### config.mk
export PLATFORM = sky130hd
export DESIGN_NAME = r_slave_resp_buffer
export DESIGN_NICKNAME = d
export VERILOG_FILES = /design/src/rtl/r_slave_resp_buffer.sv
export SDC_FILE = /design/constraint.sdc
export NUM_CORES = 1
export LEC_CHECK = 0
export CAP_MARGIN = 20
export CORE_ASPECT_RATIO = 0.75
export CORE_MARGIN = 3
export CORE_UTILIZATION = 30
export DETAILED_ROUTE_END_ITERATION = 10
export GPL_TIMING_DRIVEN = 0
export HOLD_SLACK_MARGIN = 0.15
export PLACE_DENSITY = 0.48
export SLEW_MARGIN = 20
export SYNTH_ARGS = -nofsm -noshare
export SYNTH_HDL_FRONTEND = slang
export SYNTH_SLANG_ARGS = --single-unit
### constraint.sdc
create_clock -name clk -period 4.6 [get_ports clk]
set_input_delay 0.92 -clock clk [delete_from_list [all_inputs] [get_ports clk]]
set_output_delay 0.92 -clock clk [all_outputs]
set_load 0.02 [all_outputs]
### src/rtl/r_slave_resp_buffer.sv
// r_slave_resp_buffer: per-slave R-channel FIFO with optional store-and-forward burst release
module r_slave_resp_buffer #(
  parameter int ID_width   = 6,
  parameter int DATA_width = 32,
  parameter int user_width = 1,
  parameter int DEPTH      = 8,
  parameter int PTR_width  = 3,
  parameter int SF_MODE    = 0
) (
  input  logic                  clk,
  input  logic                  reset_n,
  input  logic [ID_width-1:0]   in_RID,
  input  logic [DATA_width-1:0] in_RDATA,
  input  logic [1:0]            in_RRESP,
  input  logic                  in_RLAST,
  input  logic [user_width-1:0] in_RUSER,
  input  logic                  in_RVALID,
  output logic                  in_RREADY,
  output logic [ID_width-1:0]   out_RID,
  output logic [DATA_width-1:0] out_RDATA,
  output logic [1:0]            out_RRESP,
  output logic                  out_RLAST,
  output logic [user_width-1:0] out_RUSER,
  output logic                  out_RVALID,
  input  logic                  out_RREADY,
  output logic [PTR_width:0]    fill_count,
  output logic [PTR_width:0]    burst_count
);
  localparam int EW = ID_width + DATA_width + 2 + 1 + user_width;
  localparam logic [PTR_width:0] FULL = (PTR_width+1)'(DEPTH);
  typedef enum logic {WAIT, DRAIN} state_t;
  state_t state, state_n;
  logic [EW-1:0] mem [DEPTH];
  logic [PTR_width-1:0] wr_ptr, rd_ptr;
  logic [PTR_width:0] fill_n, burst_n;
  logic push, pop, last_in, last_out;
  assign in_RREADY = reset_n & (fill_count != FULL);
  assign out_RVALID = reset_n & (fill_count != '0) & (SF_MODE == 0 || state == DRAIN);
  assign {out_RID, out_RDATA, out_RRESP, out_RLAST, out_RUSER} = mem[rd_ptr];
  always_comb begin
    push = in_RVALID & in_RREADY;
    pop = out_RVALID & out_RREADY;
    last_in = push & in_RLAST;
    last_out = pop & out_RLAST;
    fill_n = fill_count + (PTR_width+1)'(push) - (PTR_width+1)'(pop);
    burst_n = burst_count + (PTR_width+1)'(last_in) - (PTR_width+1)'(last_out);
    state_n = state;
    // a full FIFO in WAIT releases an over-long burst so it can stream through
    if (state == WAIT)
      state_n = (burst_count != '0 || fill_count == FULL) ? DRAIN : WAIT;
    else if (last_out && burst_n == '0 && fill_n != FULL)
      state_n = WAIT;
  end
  always_ff @(posedge clk)
    if (push) mem[wr_ptr] <= {in_RID, in_RDATA, in_RRESP, in_RLAST, in_RUSER};
  always_ff @(posedge clk) begin
    if (!reset_n) begin
      wr_ptr <= '0;
      rd_ptr <= '0;
      fill_count <= '0;
      burst_count <= '0;
      state <= WAIT;
    end else begin
      wr_ptr <= push ? wr_ptr + 1'b1 : wr_ptr;
      rd_ptr <= pop ? rd_ptr + 1'b1 : rd_ptr;
      fill_count <= fill_n;
      burst_count <= burst_n;
      state <= state_n;
    end
  end
endmodule

# After elaboration in Yosys (flattened, before gate mapping)
# Memory sizes are Yosys's and may differ from the RTL's. A register that Yosys moved wholly into a read port is not among the register bits.
# Index checks and enable logic that the tools add are counted.
[totals]
reg_bits = 14
mem_bits_rw = 336
inputBits = 46
out_inout_bits = 52
wordCells = 23
n_memories = 1
[classes]
addsub = 6
eq_ne = 1
n_mux = 4
bitwise = 6
n_reduce_logical = 1
[memory_table]
columns = ["name", "depth", "word_bits", "rd", "rd_clocked_by_memory_dff", "write_ports", "line", "source"]
rows = [
  ["mem", 8, 42, 1, 1, 1, "33", "logic [EW-1:0] mem [DEPTH];"],
]
[ops]
columns = ["operator", "count"]
rows = [
  ["4-bit by 1-bit adder with 4-bit output", 2],
  ["4-bit by 1-bit subtractor with 4-bit output", 2],
  ["3-bit by 1-bit adder with 3-bit output (second input constant)", 2],
  ["1-bit bitwise AND", 6],
  ["3-bit two-way mux", 2],
  ["4-bit != test (second input constant)", 1],
  ["4-bit nonzero test", 1],
  ["1-bit two-way mux", 2],
]

# Logic depth before layout (Yosys ltp)
[logic_depth]
depth_word = 6
ltp_mapped = 12
ltp_nobuf = 12

# Worst setup path before layout
# No wires, ideal clock.
[synth_path]
path_type = "input port to flip-flop"
start = "in in_RVALID"
end = "mem mem[0][0] (netlist bit) (enable)"
setup_time_ns = 0.494
arrival_ns = 4.419
t_required_ns = 4.106
setup_slack_ns = -0.312
cell_stages = 3
path_buffers = 0
path_cell_list = "inv_1 or4_1 nor3_1"
[synth_between]
elab_chain_cells = 3
[synth_rtl]
columns = ["item", "line", "source"]
rows = [
  ["from (decl)", "17", "input logic in_RVALID,"],
  ["1-bit bitwise AND", "41", "push = in_RVALID & in_RREADY;"],
  ["1-bit two-way mux", "55", "if (push) mem[wr_ptr] <= {in_RID, in_RDATA, in_RRESP, in_RLAST, in_RUSER};"],
  ["1-bit two-way mux (implied by the code)", "55", ""],
  ["to (decl)", "33", ""],
]
# No other way between the ends.

==> key figures <==
Status
  • Status: completed

Drt
  • DRT iter0 DRCs: 454
  • Post-detailed-route count of antenna-violating nets: 0
  • Wire per inst: 23.06 um
  • DRC viols: 0
  • Via-to-Cell Ratio: 4.729
  • WL final: 31480 um
  • Via count: 6455
  • Iteration count of the initial detailed-routing pass: 4

Worst setup path
  • Required time of the worst setup path: 3680 ps
  • CP Cell Sequence: buf_2 > buf_1 > mux4_2 > mux2_4 > clkdlybuf4s50_1
  • CP Launch Type: flip-flop
  • Reg-to-Reg Start: fill_count[2]
  • CP Class: flip-flop to output port
  • Delay-heaviest family, CP: buffers and inverters
  • WP data arrival: 3150 ps
  • Crit path largest cell delay: 680 ps
  • Crit-path slowest cell: buf_1
  • CP max FO: 10
  • CP Capture Type: output port
  • CP bufs+invs: 3

Floorplan
  • Die Span X: 253.7 um
  • I/O pins: 98
  • Die footprint: 48650 um2
  • Core outline area: 45020 um2
  • Standard-cell rows: 67
  • Initial Utilization: 0.3066
  • Die H: 191.8 um

Place
  • Port Buf Inserts: 97
  • Placed cells: 1303
  • GP Congestion: 0.7563
  • DPL Wire Length: 20600 um
  • DP Worst Slack: 752.8 ps

Timing
  • RSZ-0062 raised after global routing: no
  • Setup WS post-layout: 534.7 ps
  • Worst Max-Slew Pin Slew: 1094 ps
  • Tmin final: 4065 ps
  • Worst Skew: 19.28 ps
  • Final setup fails: 0
  • Period utilization: 0.8838
  • Final slew viol count: 0
  • Max-slew headroom: 0.2706
  • Worst hold slack: 489.3 ps
  • Final hold viol count: 0
  • Aggregate negative setup slack: 0 ps
  • Fmax: 246.0 MHz

Finish
  • Layout cells sized above 1: 0.2644
  • Fin cells: 1365
  • N_diodes: 0
  • Nets: 814
  • Area Overhead vs Synth: 24.68%

Synthesis
  • Yosys Warn Count: 0
  • Post-synthesis sequential area ratio: 0.7556
  • Avg Inst Size Synth: 23.08 um2
  • Syn_nets: 658
  • #FFs+latches synth: 353
  • Cells after Synth: 598
  • Netlist Area Pre-Place: 13800 um2
  • Synth cell types: 35

CTS
  • CTS clk-pin slew, worst paths: 70 ps
  • Hold-fix buffers, CTS: 0
  • CTS Buf Count: 35
  • CTS tree: done
  • Clk buf depth: 3
  • Setup Buffers After CTS: 0
  • Clk sinks: 353
  • Clk root buf: clkbuf_16
  • Post-CTS sizing: 0
  • Worst-Skew Late Latency: 510 ps
  • CTS H-Tree Depth: 2

Global routing
  • Total GRT Usage: 0.1324
  • Initial antenna violation count: 3
  • Largest net degree at the start of global routing: 17
  • Vias in the first global route: 7052
  • Total grt overflow: 0
  • Wire length of the first global-routing pass: 46450 um

Pwr
  • Pleak: 5.473 nW
  • IR Drop Worst-Case VDD: 0.2475 mV
  • Total power draw: 8.474 mW
  • Power density over the cells: 492.4 nW/um2

Job
  • Max-cap violations: 0

Min path
  • Worst hold path class: flip-flop to flip-flop
  • Start point of the worst min-delay path: rd_ptr[2]
Yosys cell counts (all sizes together):
cell type / count / area share
fa: 2 / 0.0029
a21oi: 7 / 0.0025
dfxtp: 17 / 0.025
mux4: 83 / 0.14
nor4: 1 / 0.00091
or3b: 2 / 0.0013
nor3b: 2 / 0.0011
xnor2: 1 / 0.00063
o21bai: 1 / 0.00054
or3: 2 / 0.00091
a21o: 2 / 0.0011
or4: 1 / 0.00054
xor2: 2 / 0.0013
buf: 19 / 0.012
ha: 12 / 0.011
a2111oi: 1 / 0.00063
mux2i: 7 / 0.0051
nand2: 6 / 0.0016
o21ai: 4 / 0.0015
inv: 14 / 0.0038
mux2: 41 / 0.044
nand3: 5 / 0.0018
nand2b: 5 / 0.0023
edfxtp: 336 / 0.73
nor2: 11 / 0.0030
nand4: 1 / 0.00045
nor3: 3 / 0.0011
and2: 3 / 0.0014
clkbuf: 7 / 0.0022
final cells by class:
| class | count | area [um2] |
|---|---|---|
| plain buffers | 26 | 196.4 |
| clock buffers | 47 | 1003 |
| clock inverters | 15 | 148.9 |
| fillers | 3995 | 27810 |
| inverters | 14 | 52.55 |
| multi-input cells | 205 | 3192 |
| flip-flops and latches | 353 | 10430 |
| well taps | 586 | 733.2 |
| repair buffers | 119 | 1454 |
cell families (layout without fill, tap and decap cells):
| kind of cell | count (synthesis) | count (layout) | synth area share |
|---|---|---|---|
| flops | 353 | 353 | 0.7556 |
| mux | 131 | 131 | 0.1881 |
| simple gates | 42 | 42 | 0.01632 |
| buf+inv | 40 | 221 | 0.01804 |
| compound gates | 15 | 15 | 0.006254 |
| fa+ha+maj | 14 | 14 | 0.01378 |
| xor+xnor | 3 | 3 | 0.001904 |
per-layer routing:
metal	vias to the layer above	global-route usage	part of all wire
met2	156	0.2232	0.49
met5	-	0	0.0017
met1	3424	0.1737	0.44
met3	50	0.03262	0.053
li1	2819	-	-
met4	6	0.03107	0.016
cell usage in the layout (no fill, tap or decap), drive strengths merged, types with 2 or more instances in the layout:
cell type	instances
nor3	3
or3	2
a21oi	7
o21ai	4
nor2	11
or3b	2
clkinv	12
nor3b	2
nand2b	5
xor2	2
mux2i	7
clkbuf	54
mux2	41
bufinv	3
clkdlybuf4s50	97
dfxtp	17
a21o	2
mux4	83
ha	12
nand2	6
and2	3
buf	41
nand3	5
edfxtp	336
fa	2
inv	14
through the flow:
stage          instance area [um2]  utilization
3_5_place_dp                 16060       0.3567
4_1_cts                      17210       0.3823
6_report                     17210       0.3823
2_1_floorplan                13810            -
5_1_grt                      17210       0.3823
3_3_place_gp                 15520       0.3447
path summary, 6_finish.rpt:
| check | to | slack, ps | cells past startpoint |
|---|---|---|---|
| hold / removal | rd_ptr[2] | 490 | 2 |
| hold reg to reg | rd_ptr[2] | 490 | 2 |
| setup / recovery | out_RDATA[13] | 530 | 5 |
| setup reg to reg | mem[4][7] | 1730 | 7 |
where the power goes:
part	switching [mW]	internal, mW
Combinational	0.907	1.02
Sequential	0.0568	3.64
Clock	1.15	1.70
Total	2.12	6.36
worst min-delay path: stages, from the launching register on:
cell and delay (ps):
dfxtp_1 310, nand2_1 50, mux2i_1 70
state kept, by name (all words and copies together), names as in the netlist, named ones only:
name         flops
wr_ptr           3
burst_count      4
mem            336
rd_ptr           3
fill_count       4
Note: power is estimated with default switching activity, not from simulation.
